$ cat src/rtl/sync_fifo_wr_arb.sv
// Round-robin write arbiter in front of a sync_fifo write port.
// Optional per-requester accept counters: define ARB_STATS_EN.
module sync_fifo_wr_arb #(
  parameter int NUM_REQ     = 4,
  parameter int FIFO_DWIDTH = 16,
  parameter int FIFO_DEPTH  = 8
) (
  input  logic                           clk,
  input  logic                           rst_n,
  input  logic                           arb_en,
  input  logic [NUM_REQ-1:0]             req_valid,
  input  logic [NUM_REQ*FIFO_DWIDTH-1:0] req_data,
  output logic [NUM_REQ-1:0]             req_ready,
  input  logic                           fifo_full,
  input  logic [$clog2(FIFO_DEPTH):0]    fifo_numel,
  output logic                           fifo_wr_en,
  output logic [FIFO_DWIDTH-1:0]         fifo_data_in,
  output logic                           busy,
  input  logic [$clog2(NUM_REQ)-1:0]     stat_sel,
  output logic [15:0]                    stat_cnt
);

  localparam int PW = $clog2(NUM_REQ);
  localparam int SW = $clog2(FIFO_DEPTH) + 2;
  localparam logic [SW-1:0] DEPTH_V = SW'(FIFO_DEPTH);

  typedef enum logic [1:0] {
    IDLE  = 2'd0,
    GRANT = 2'd1,
    HOLD  = 2'd2
  } state_t;

  state_t            state_q;
  state_t            nstate;
  logic [PW-1:0]     ptr;
  logic [PW-1:0]     win;
  logic [PW-1:0]     ptr_next;
  logic              found;
  logic              any_valid;
  logic              credit_ok;
  logic              xfer;
  logic [SW-1:0]     sum;
  logic [NUM_REQ-1:0] grant_oh;
  logic              unused_state;

  assign any_valid = |req_valid;

  // The registered write is in flight and not yet counted in numel.
  assign sum = SW'(fifo_numel) + SW'(fifo_wr_en);
  assign credit_ok = !fifo_full && (sum < DEPTH_V);

  // Next state drives grants directly; reset forces IDLE so ready drops at once.
  always_comb begin
    nstate = IDLE;
    if (!rst_n || !arb_en || !any_valid) begin
      nstate = IDLE;
    end else if (credit_ok) begin
      nstate = GRANT;
    end else begin
      nstate = HOLD;
    end
  end

  // Scan upward from the pointer for the first valid requester.
  always_comb begin
    int idx;
    idx   = 0;
    win   = '0;
    found = 1'b0;
    for (int k = 0; k < NUM_REQ; k++) begin
      idx = int'(ptr) + k;
      if (idx >= NUM_REQ) idx = idx - NUM_REQ;
      if (!found && req_valid[idx]) begin
        found = 1'b1;
        win   = PW'(idx);
      end
    end
  end

  assign grant_oh = found ? (NUM_REQ'(1) << win) : '0;
  assign req_ready = (nstate == GRANT) ? grant_oh : '0;
  assign xfer = |(req_valid & req_ready);

  assign ptr_next = (int'(win) == NUM_REQ - 1) ? '0 : win + 1'b1;

  // Write port, pointer advance and busy flag.
  always_ff @(posedge clk or negedge rst_n) begin
    if (!rst_n) begin
      state_q      <= IDLE;
      ptr          <= '0;
      fifo_wr_en   <= 1'b0;
      fifo_data_in <= '0;
      busy         <= 1'b0;
    end else begin
      state_q    <= nstate;
      fifo_wr_en <= xfer;
      busy       <= (nstate != IDLE) || xfer;
      if (xfer) begin
        fifo_data_in <= req_data[int'(win)*FIFO_DWIDTH +: FIFO_DWIDTH];
        ptr          <= ptr_next;
      end
    end
  end

  assign unused_state = ^state_q;

`ifdef ARB_STATS_EN
  logic [15:0] cnt [NUM_REQ];

  // Saturating accept counters, cleared only by reset.
  always_ff @(posedge clk or negedge rst_n) begin
    if (!rst_n) begin
      for (int i = 0; i < NUM_REQ; i++) cnt[i] <= '0;
    end else if (xfer && (cnt[win] != 16'hFFFF)) begin
      cnt[win] <= cnt[win] + 16'd1;
    end
  end

  // Out-of-range selects read as zero.
  always_comb begin
    stat_cnt = '0;
    if (int'(stat_sel) < NUM_REQ) stat_cnt = cnt[stat_sel];
  end
`else
  logic unused_sel;
  assign unused_sel = ^stat_sel;
  assign stat_cnt = 16'h0;
`endif

endmodule
$ cat config.mk
export PLATFORM = sky130hd
export DESIGN_NAME = sync_fifo_wr_arb
export DESIGN_NICKNAME = d
export VERILOG_FILES = /design/src/rtl/sync_fifo_wr_arb.sv
export SDC_FILE = /design/constraint.sdc
export NUM_CORES = 1
export LEC_CHECK = 0
export ABC_CLOCK_PERIOD_IN_PS = 2300
export CAP_MARGIN = 0
export CORE_ASPECT_RATIO = 0.6
export CORE_MARGIN = 1.5
export CORE_UTILIZATION = 32
export CTS_CLUSTER_SIZE = 8
export DETAILED_ROUTE_END_ITERATION = 16
export GPL_ROUTABILITY_DRIVEN = 0
export PLACE_DENSITY = 0.87
export SLEW_MARGIN = 20
export SYNTH_ARGS = -nofsm -noshare
export SYNTH_HDL_FRONTEND = slang
export SYNTH_SLANG_ARGS = --single-unit
$ cat constraint.sdc
create_clock -name clk -period 2.3 [get_ports clk]
set_input_delay 0.46 -clock clk [delete_from_list [all_inputs] [get_ports clk]]
set_output_delay 0.46 -clock clk [all_outputs]
set_load 0.1 [all_outputs]
# Word level (Yosys, flattened, before mapping)
# Index checks and enable logic that the tools add are counted.
totals:
  reg_bits: 20
  input_bits: 78
  output_inout_bits: 38
  wordCells: 73
classes:
  add_sub_neg: 9
  n_lt_le_gt_ge: 9
  eq_ne: 2
  n_shift: 2
  mux: 29
  bitwise: 1
  reduce_logical: 17
ops:
  columns: ["op", "count"]
  rows:
  - ["< comparator 32 x 4 -> 1 bit, second input constant", 4]
  - ["two-way mux 32 bit", 4]
  - ["variable part select 64 x 7 -> 16 bit", 1]
  - ["two-way mux 2 bit", 7]
  - ["two-way mux 1 bit", 12]
  - ["subtractor 3 x 3 -> 4 bit, second input constant", 3]
  - [">= comparator 3 bit, second input constant", 3]
  - ["binary-select mux 1 bit (select 2 bit)", 4]
  - ["two-way mux 4 bit", 2]
  - ["OR reduction 4 bit", 2]
  - ["zero test 1 bit", 7]
  - ["adder 2 x 2 -> 3 bit, second input constant", 2]
  - ["adder 4 x 1 -> 5 bit", 1]
  - ["< comparator 5 x 4 -> 1 bit, second input constant", 1]
  - ["bitwise AND 4 bit", 1]
  - ["equality test 2 x 1 -> 1 bit, second input constant", 2]
  - ["logical AND 1 bit", 4]
  - ["left shift 1 x 2 -> 4 bit, first input constant", 1]
  - ["subtractor 2 x 3 -> 4 bit, second input constant", 1]
  - ["adder 2 x 1 -> 3 bit, second input constant", 1]
  - [">= comparator 2 x 3 -> 1 bit, second input constant", 1]
  - ["logical OR 1 bit", 3]
  - ["adder 2 x 1 -> 2 bit, second input constant", 1]
  - ["nonzero test 2 bit", 1]

# Depth between registers and ports, before layout
# Gate-level depths: netlist of the first run.
depth:
  word_depth: 21
  depth_mapped: 13

# Worst setup path before layout of the first run
# No wires, ideal clock.
synth_timing:
  path_kind: "register to output"
  from: "register ptr[1]"
  to: "output req_ready[2]"
  arrival_time_ns: 2.185
  t_required_ns: 1.840
  setup_slack_ns: -0.345
  stages_incl_launch_ff: 7
  cell_sequence: "dfrtp_1 > nor2b_1 > a21o_1 > a21oi_4 > buf_12 > ha_1 > and3_1"
synth_via:
  elab_chain_len: 18
synth_rtl:
  columns: ["element", "line_no", "rtl"]
  rows:
  - ["start, declared", "35", "logic [PW-1:0] ptr;"]
  - ["start signal, assigned", "100", "ptr <= ptr_next;"]
  - ["parallel branches: the longest is 16 deep, another holds subtractor 3 x 3 -> 4 bit", null, null]
  - ["two-way mux 4 bit (*)", "80", "assign grant_oh = found ? (NUM_REQ'(1) << win) : '0;"]
  - ["two-way mux 4 bit (*)", "81", "assign req_ready = (nstate == GRANT) ? grant_oh : '0;"]
  - ["end, declared", "13", "output logic [NUM_REQ-1:0] req_ready,"]
# Every way passes the cells marked *. The select of a mux whose other input is x is not followed.

# Worst setup path after layout of the first run
layout_timing:
  from: "register ptr[1]"
  to: "output req_ready[3]"
# The elaborated chain is that of the path after synthesis.

==> results of run 1 <==
[layout by cell type (no fill, tap or decap), types with 2 or more instances in the layout]
master,n
clkbuf_8,4
buf_4,37
dlygate4sd2_1,2
clkdlybuf4s50_1,71
buf_12,4
nand2_8,2
nand2_1,24
ha_4,2
a22oi_1,2
and3_4,4
a21o_1,2
dfrtp_1,19
o221ai_2,17
mux2i_1,32
conb_1,16
[cells by family after synthesis]
| family | synth area share (%) |
|---|---|
| compound gates | 20.0 |
| fa+ha+maj | 3.02 |
| buf+inv | 14.6 |
| flops | 30.2 |
| mux | 19.3 |
| other cells | 0.226 |
| simple gates | 12.7 |
[worst max-delay path by stage]
stage                      start                to  slack [ns]  cells past startpoint
detailed placement  req_valid[3]   fifo_data_in[7]       -0.40                     12
global placement    req_valid[3]  fifo_data_in[14]       -0.35                     12
CTS                       ptr[1]      req_ready[1]       -0.02                      7
finish                    ptr[1]      req_ready[3]        0.01                      7
floorplan             fifo_wr_en      req_ready[0]       -0.02                      3
global route              ptr[1]      req_ready[3]       -0.04                      7
[layer usage]
| metal | GRT usage [%] | share of wire, % |
|---|---|---|
| met1 | 19.1 | 43 |
| met2 | 29.1 | 47 |
| met3 | 5.04 | 9.5 |
| met5 | 0 | 0 |
| met4 | 2.94 | 0.39 |
[sequential cells by signal, indices dropped and copies added, names as in the netlist]
name,cells
fifo_data_in,16
ptr,2
busy,1
fifo_wr_en,1
[report_power, final]
part | leakage, nW | switching (mW) | internal, mW
Sequential | 0.255 | 0.102 | 0.497
Combinational | 0.956 | 1.62 | 0.732
Clock | 0.0288 | 0.119 | 0.152
Total | 1.24 | 1.84 | 1.38
[repair_timing]
item / CTS / global route
endpoints found under the setup margin: 22 / 4
pin swaps: 3 / 3
cloned: 0 / 0
setup buffers: 2 / 1
resized for setup: 10 / 7
[worst max-delay path, delay by kind of cell, from the launching register on]
family	cells	cell delay, ns
fa+ha+maj	1	0.16
flops	1	0.44
buf+inv	2	0.28
compound gates	2	0.35
simple gates	2	0.33
[layout make-up]
cell class / instances / area (µm²) / share of cell area [%]
inverter: 4 / 22.5 / 0.794
clock buffer: 4 / 55.1 / 1.94
timing repair buffer: 117 / 1120 / 39.5
multi-input combinational: 114 / 1050 / 37.2
sequential: 20 / 502 / 17.7
tap: 66 / 82.6 / 2.91
[per-stage QoR]
step | worst slack [ns] | power [mW]
after floorplan | -0.0201 | 2.42
after CTS | -0.0232 | 3.21
after detailed placement | -0.400 | 2.89
after global routing | -0.0433 | 3.37
final | 0.0124 | 3.22
after global placement | -0.355 | 2.85
==> impl_metrics.csv, run 1 <==
group,metric,value,unit
outcome,status,"completed",
timing,slew_viol_final,0,
final_layout,area_growth,71.0,%
placed_design,dpl_cell_area,2720,µm²
placed_design,dp_hpwl,3740,µm
cts,cts_root_buffer,"clkbuf_8",
yosys,synth_edf_count,0,
job,drv_cap,0,
global_route,grt_max_degree,21,
power,power_per_cell_area,1130,nW/µm²
cts,clk_latency,0.26,ns
timing,max_freq,437,MHz
global_route,grt_pass1_wl,6870,µm
cts,cts_num_sinks,20,
global_route,overflow,0,
hold_path,min_to,"fifo_data_in[5]",
yosys,yosysMostFrequentCell,"mux2i_1",
detailed_routing,drc,0,
setup_path,worstPathMaxFanout,5,
setup_path,critPathKind,"register to primary output",
timing,fin_crit_sh,99.5,%
cts,htreeDepth,1,
setup_path,worstSetupEndpointType,"primary output",
hold_path,hold_path.class,"register to register",
timing,post-route-min-period,2.29,ns
die,core_area,5030,µm²
detailed_routing,drt_first_pass_iters,4,
final_layout,num_antenna_cells,0,
final_layout,fin_util,56.4,%
cts,clkTransAtPathRegs,0.08,ns
setup_path,r2r_setup_slack,0.21,ns
power,p_leak,1.24,nW
setup_path,crit_slowest_cell,"dfrtp_2",
cts,cts_hold_buf,0,
yosys,ys_ff_latch,20,
setup_path,reg2reg_depth,8,
die,die_area,5640,µm²
timing,tns,0,ns
final_layout,finalNonFillerCells,325,
setup_path,cp.arrival,1.83,ns
global_route,antenna_found_initial,0,
timing,rsz0062_at_grt,"true",
detailed_routing,routedWlPerCell,14.1,µm
final_layout,drive_gt1_share,32.4,%
final_layout,n_fill_cell,441,
final_layout,design_area,2840,µm²
die,initial_core_util,33.0,%
placed_design,place_inst,318,
yosys,synth_area_leaders,"dfrtp_1 (30%), mux2i_1 (19%), o221ai_2 (14%)",
yosys,yosysTopAreaCell,"dfrtp_1",
setup_path,worstPathRequired,1.84,ns
detailed_routing,ant_nets,0,
detailed_routing,wirelength,4600,µm
yosys,synth_top_area_share,30.2,%
timing,holdWs,0.496,ns
yosys,synth.distinct_cells,29,
yosys,async_flop_share,100,%
die,boundaryPins,116,
setup_path,startpoint_type,"register",
setup_path,path_cells,"nor2b_4 -> o21ai_2 -> o211a_4 -> buf_4 -> ha_2 -> and3_4 -> buf_12",
detailed_routing,vias_per_cell,4.66,
yosys,synthFlopType,"dfrtp_1",
cts,cts_tree,"yes",
yosys,netlist_top_cells_count,"mux2i_1 (32), nand2_1 (24), dfrtp_1 (20), buf_4 (16), o221ai_2 (16)",
yosys,postSynthAreaPerCell,11.4,µm²
setup_path,worst_path_largest_cell_delay,0.44,ns
yosys,synth_cells,145,
timing,finalClockSkew,0.00753,ns
power,vdd_drop_max,0.951,mV
die,die_height,58.8,µm
die,rows,20,
timing,final-setup-viol-count,0,
global_route,grt_pass1_vias,1537,
detailed_routing,first_iter_violations,41,
placed_design,portBuffers,97,
final_layout,nNetsFinal,342,
cts,clockBufferDepth,2,
hold_path,holdPathStages,2,
setup_path,timing.rr.end,"fifo_data_in[14]",
yosys,yosysWarnings,0,
die,die_x,96.0,µm
hold_path,hold_start,"fifo_data_in[5]",
detailed_routing,num_vias,1515,
cts,cts_made_buffers,3,
timing,finalHoldViolCount,0,
setup_path,r2r_start,"ptr[1]",
yosys,ys_seq_area_share,30.2,%
global_route,track_usage,16.1,%
yosys,syn_area,1660,µm²
Note: power is estimated with default switching activity, not from simulation.
==> run 2: changes to the inputs <==
RECOVER_POWER = 50   (was not set)
SLEW_MARGIN = 10   (was 20)
==> run 2 against run 1 <==
Compared with the run above:
- maximum frequency is essentially flat
- cell count unchanged
- register-to-register slack hardly changed
- core utilization down 0.75 points
- total power down 1.6%
- combinational power down 2%
- sequential cell count is the same
- largest cell class unchanged
==> impl_metrics.csv, run 2 (synthesis results as in run 1) <==
group,metric,value,unit
outcome,status,"completed",
final_layout,area_growth,68.8,%
detailed_routing,first_iter_violations,43,
final_layout,reg.largest.list,"fifo_data_in x16, ptr x2",
detailed_routing,ant_nets,0,
cts,cts_hold_buf,0,
global_route,grt_max_degree,21,
final_layout,largest_register_ffs,16,
cts,cts_num_sinks,20,
cts,clockBufferDepth,2,
cts,cts_root_buffer,"clkbuf_8",
setup_path,worstPathRequired,1.84,ns
power,vdd_drop_max,0.951,mV
timing,worst_pin_slew,1.20,ns
detailed_routing,wirelength,4610,µm
global_route,overflow,0,
final_layout,finalNonFillerCells,325,
detailed_routing,drt_first_pass_iters,4,
timing,fin_crit_sh,99.5,%
global_route,grt_pass1_vias,1537,
timing,setup_ws,0.0119,ns
cts,clk_latency,0.26,ns
power,power_per_cell_area,1130,nW/µm²
timing,max_freq,437,MHz
die,initial_core_util,33.0,%
die,boundaryPins,116,
placed_design,pre_cts_ws,-0.400,ns
timing,relSlewSlack,20.6,%
global_route,track_usage,16.1,%
die,die_height,58.8,µm
final_layout,regMostFlops,"fifo_data_in",
detailed_routing,num_vias,1519,
final_layout,drive_gt1_share,28.6,%
power,swShare,58.0,%
cts,cts_tree,"yes",
power,netSwitchingPower,1.84,mW
placed_design,place_inst,318,
power,p_leak,1.20,nW
die,rows,20,
cts,cts_made_buffers,3,
power,clkPwrFrac,8.6,%
final_layout,nNetsFinal,342,
detailed_routing,drc,0,
die,core_area,5030,µm²
setup_path,critPathKind,"register to primary output",
hold_path,hold_path.class,"register to register",
power,comb_power_share,72.5,%
final_layout,final_common_cell,"clkdlybuf4s50_1",
die,die_area,5640,µm²
detailed_routing,routedWlPerCell,14.2,µm
setup_path,startpoint_type,"register",
setup_path,cp.arrival,1.83,ns
job,drv_cap,0,
power,power.internal,1.33,mW
global_route,antenna_found_initial,0,
final_layout,final_cell_mix,"clkdlybuf4s50_1 (70), mux2i_1 (32), buf_4 (27)",
timing,slew_viol_final,0,
detailed_routing,vias_per_cell,4.67,
placed_design,portBuffers,97,
placed_design,dp_hpwl,3740,µm
die,die_x,96.0,µm
cts,clkTransAtPathRegs,0.08,ns
timing,rsz0062_at_grt,"true",
timing,post-route-min-period,2.29,ns
global_route,grt_pass1_wl,6870,µm
timing,final-setup-viol-count,0,
setup_path,worstSetupEndpointType,"primary output",
final_layout,num_antenna_cells,0,
cts,htreeDepth,1,
setup_path,worstPathMaxFanout,5,
timing,finalHoldViolCount,0,
power,seqPwrFrac,18.9,%
timing,finalClockSkew,0.00756,ns
-- run 2: cell types whose count changed in the layout (fill, tap and decap cells not counted), sizes merged --
cell           delta
clkdlybuf4s50     -1
buf              -10
clkbuf           +10
dlygate4sd3       +1
-- run 2: path summary, 6_finish.rpt --
check	from	end	slack, ns	cells past startpoint
worst max-delay path	ptr[1]	req_ready[3]	0.01	7
worst min-delay path	fifo_data_in[5]	fifo_data_in[5]	0.49	2
worst max register to register	ptr[1]	fifo_data_in[14]	0.21	8
worst min register to register	fifo_data_in[5]	fifo_data_in[5]	0.49	2
max in group asynchronous	rst_n	ptr[1]	0.53	2
min in group asynchronous	rst_n	fifo_data_in[13]	1.04	2
-- run 2: power by group through the flow --
stage	logic, mW	clock network (mW)	registers (mW)
final	2.30	0.272	0.598
after global routing	2.41	0.295	0.617
after CTS	2.33	0.280	0.600
after detailed placement	2.29	0	0.603
after global placement	2.25	0	0.601
after floorplan	0.914	0	1.51
-- run 2: layout make-up --
cell class              count  area, µm²
clock buffers               4       55.1
fillers                   459       2230
inverters                   4       22.5
multi-input cells         114       1050
flip-flops and latches     20        502
well taps                  66       82.6
repair buffers            117       1080
-- run 2: worst max-delay path: stages (launching register included) --
cell	delay, ns
dfrtp_2	0.44
nor2b_4	0.14
o21ai_2	0.16
o211a_4	0.19
buf_4	0.11
ha_2	0.16
and3_4	0.19
buf_12	0.17
-- run 2: layer usage --
| metal | track usage (%) | vias to the layer above | wire length, µm |
|---|---|---|---|
| met3 | 5.04 | 2 | 454 |
| met1 | 19.1 | 718 | 1960 |
| met2 | 29.1 | 72 | 2180 |
| met4 | 2.94 | 0 | 18 |
| met5 | 0 | - | 0 |
| li1 | - | 727 | - |
-- run 2: through the flow --
stage	instance area, µm²	TNS (ns)	hold WS (ns)	power, mW	utilization [%]
2_1_floorplan	1770	-0.198	0.164	2.42	-
3_3_place_gp	2720	-7.30	0.470	2.85	54.1
3_5_place_dp	2720	-8.18	0.478	2.89	54.1
4_1_cts	2800	-0.0459	0.503	3.21	55.7
5_1_grt	2800	-0.0913	0.513	3.32	55.7
6_report	2800	0	0.493	3.17	55.7
-- run 2: what timing repair did --
action,CTS,global route
endpoints found under the hold margin,0,0
endpoints found under the setup margin,22,4
resized for setup,10,7
pin swaps,3,3
buffers inserted,2,1
==> run 3: changes to the inputs <==
GPL_TIMING_DRIVEN = 0   (was not set)
==> run 3 against run 2 <==
Compared with the run above:
- the flow now finishes with violations (negative setup slack)
- critical path depth up 1
- combinational power up 10%
- first-iteration DRC count down 51%
- sequential power about the same
- total power up 9.8%
- highest routed layer is now met3
==> impl_metrics.csv, run 3 (synthesis results as in run 1) <==
group,metric,value,unit
outcome,status,"finished with violations",
outcome,violations,"negative setup slack",
detailed_routing,vias_per_cell,4.55,
setup_path,timing.rr.end,"fifo_data_in[12]",
setup_path,worstPathMaxFanout,6,
cts,cts_root_buffer,"clkbuf_8",
final_layout,largest_register_ffs,16,
power,swShare,54.3,%
timing,finalClockSkew,0.00955,ns
die,die_height,58.8,µm
timing,final-setup-viol-count,1,
power,p_total,3.48,mW
final_layout,final_cell_mix,"clkdlybuf4s50_1 (88), mux2i_1 (32), buf_4 (25)",
timing,slew_viol_final,0,
power,netSwitchingPower,1.89,mW
final_layout,area_growth,86.7,%
setup_path,crit_slowest_cell,"dfrtp_2",
detailed_routing,ant_nets,0,
cts,cts_tree,"yes",
setup_path,reg2reg_depth,13,
timing,holdWs,0.267,ns
power,seqPwrFrac,17.2,%
power,power_per_cell_area,1120,nW/µm²
cts,htreeDepth,1,
timing,worst_pin_slew,0.989,ns
final_layout,num_antenna_cells,0,
final_layout,finalNonFillerCells,337,
placed_design,dpl_cell_area,2820,µm²
detailed_routing,routedWlPerCell,14.7,µm
final_layout,reg.largest.list,"fifo_data_in x16, ptr x2",
detailed_routing,drt_first_pass_iters,4,
hold_path,hold_path.class,"input pin to asynchronous set/reset pin",
detailed_routing,num_vias,1534,
cts,cts_num_sinks,20,
final_layout,n_fill_cell,415,
die,die_area,5640,µm²
power,clkPwrFrac,10.2,%
final_layout,regMostFlops,"fifo_data_in",
final_layout,fin_util,61.6,%
detailed_routing,wirelength,4970,µm
timing,fin_crit_sh,100,%
global_route,grt_pass1_wl,7340,µm
setup_path,critPathKind,"register to primary output",
timing,setup_ws,-0.00528,ns
final_layout,drive_gt1_share,29.5,%
setup_path,worstPathRequired,1.84,ns
placed_design,place_inst,323,
die,die_x,96.0,µm
setup_path,r2r_setup_slack,0.12,ns
timing,max_freq,434,MHz
power,vdd_drop_max,0.750,mV
die,initial_core_util,33.0,%
cts,cts_made_buffers,3,
setup_path,startpoint_type,"register",
detailed_routing,drc,0,
global_route,overflow,0,
final_layout,nNetsFinal,354,
setup_path,cp.arrival,1.85,ns
die,rows,20,
timing,relSlewSlack,33.8,%
global_route,track_usage,17.4,%
global_route,grt_max_degree,22,
final_layout,final_common_cell,"clkdlybuf4s50_1",
timing,rsz0062_at_grt,"true",
setup_path,worst_path_largest_cell_delay,0.44,ns
job,drv_cap,0,
setup_path,worstSetupEndpointType,"primary output",
global_route,antenna_found_initial,0,
timing,post-route-min-period,2.31,ns
timing,tns,-0.00528,ns
power,comb_power_share,72.6,%
die,boundaryPins,116,
final_layout,design_area,3100,µm²
cts,clk_latency,0.26,ns
placed_design,portBuffers,97,
placed_design,dp_hpwl,3820,µm
setup_path,path_cells,"nor2b_4 -> a21o_1 -> a21oi_4 -> buf_12 -> inv_6 -> ha_4 -> and3_4 -> buf_12",
detailed_routing,first_iter_violations,21,
cts,cts_hold_buf,0,
power,power.internal,1.59,mW
cts,clkTransAtPathRegs,0.08,ns
setup_path,r2r_start,"ptr[1]",
die,core_area,5030,µm²
cts,clockBufferDepth,2,
setup_path,crit_top_cell,"buf_12",
timing,finalHoldViolCount,0,
placed_design,pre_cts_ws,-1.68,ns
global_route,grt_pass1_vias,1531,
power,p_leak,1.32,nW
-- run 3: cell types whose count changed in the layout (fill, tap and decap cells not counted), moves of 2 or more --
| cell | before | now |
|---|---|---|
| clkdlybuf4s50_1 | 70 | 88 |
| ha_4 | 2 | 4 |
| buf_4 | 27 | 25 |
| inv_6 | 1 | 3 |
| buf_12 | 4 | 9 |
| clkbuf_1 | 10 | 0 |
-- run 3: worst max-delay path by stage --
stage,endpoint,cells after the start,slack [ns],start
floorplan,req_ready[0],3,-0.02,fifo_wr_en
global placement,req_ready[3],8,-1.64,req_valid[3]
detailed placement,req_ready[2],8,-1.68,req_valid[3]
CTS,req_ready[2],7,-0.06,ptr[1]
global route,req_ready[1],8,-0.09,ptr[1]
finish,req_ready[0],8,-0.005,ptr[1]
-- run 3: power groups by stage --
stage          clock network, mW  logic [mW]  registers (mW)
2_1_floorplan                  0       0.914            1.51
3_3_place_gp                   0        2.36           0.596
3_5_place_dp                   0        2.39           0.597
4_1_cts                    0.368        2.46           0.595
5_1_grt                    0.382        2.65           0.621
6_report                   0.355        2.53           0.596
-- run 3: timing repair --
action,in CTS,in global routing
resized for setup,51,12
setup buffers,7,3
gates cloned,0,1
endpoints found under the setup margin,23,15
pin swaps,2,2
-- run 3: final cells by class --
cell class,count,area [µm²],share of cell area (%)
inverters,4,30.0,0.970
flip-flops and latches,20,502,16.2
clock inverters,1,30.0,0.970
well taps,66,82.6,2.67
repair buffers,108,1120,36.3
multi-input cells,114,1080,34.7
plain buffers,21,211,6.83
clock buffers,3,41.3,1.33
-- run 3: critical path: cells and delay by family, from the launching register on --
kind | cells | cell delay [ns]
compound gates | 2 | 0.35
fa+ha+maj | 1 | 0.15
buf+inv | 3 | 0.35
flops | 1 | 0.44
simple gates | 2 | 0.30
-- run 3: per-layer routing --
layer | vias to the layer above | part of all wire (%) | GRT usage, % | routed length [µm]
met4 | 0 | 0 | 2.94 | 0
li1 | 758 | - | - | -
met2 | 73 | 49 | 31.7 | 2430
met1 | 703 | 41 | 20.6 | 2060
met3 | 0 | 9.7 | 5.30 | 481
met5 | - | 0 | 0 | 0
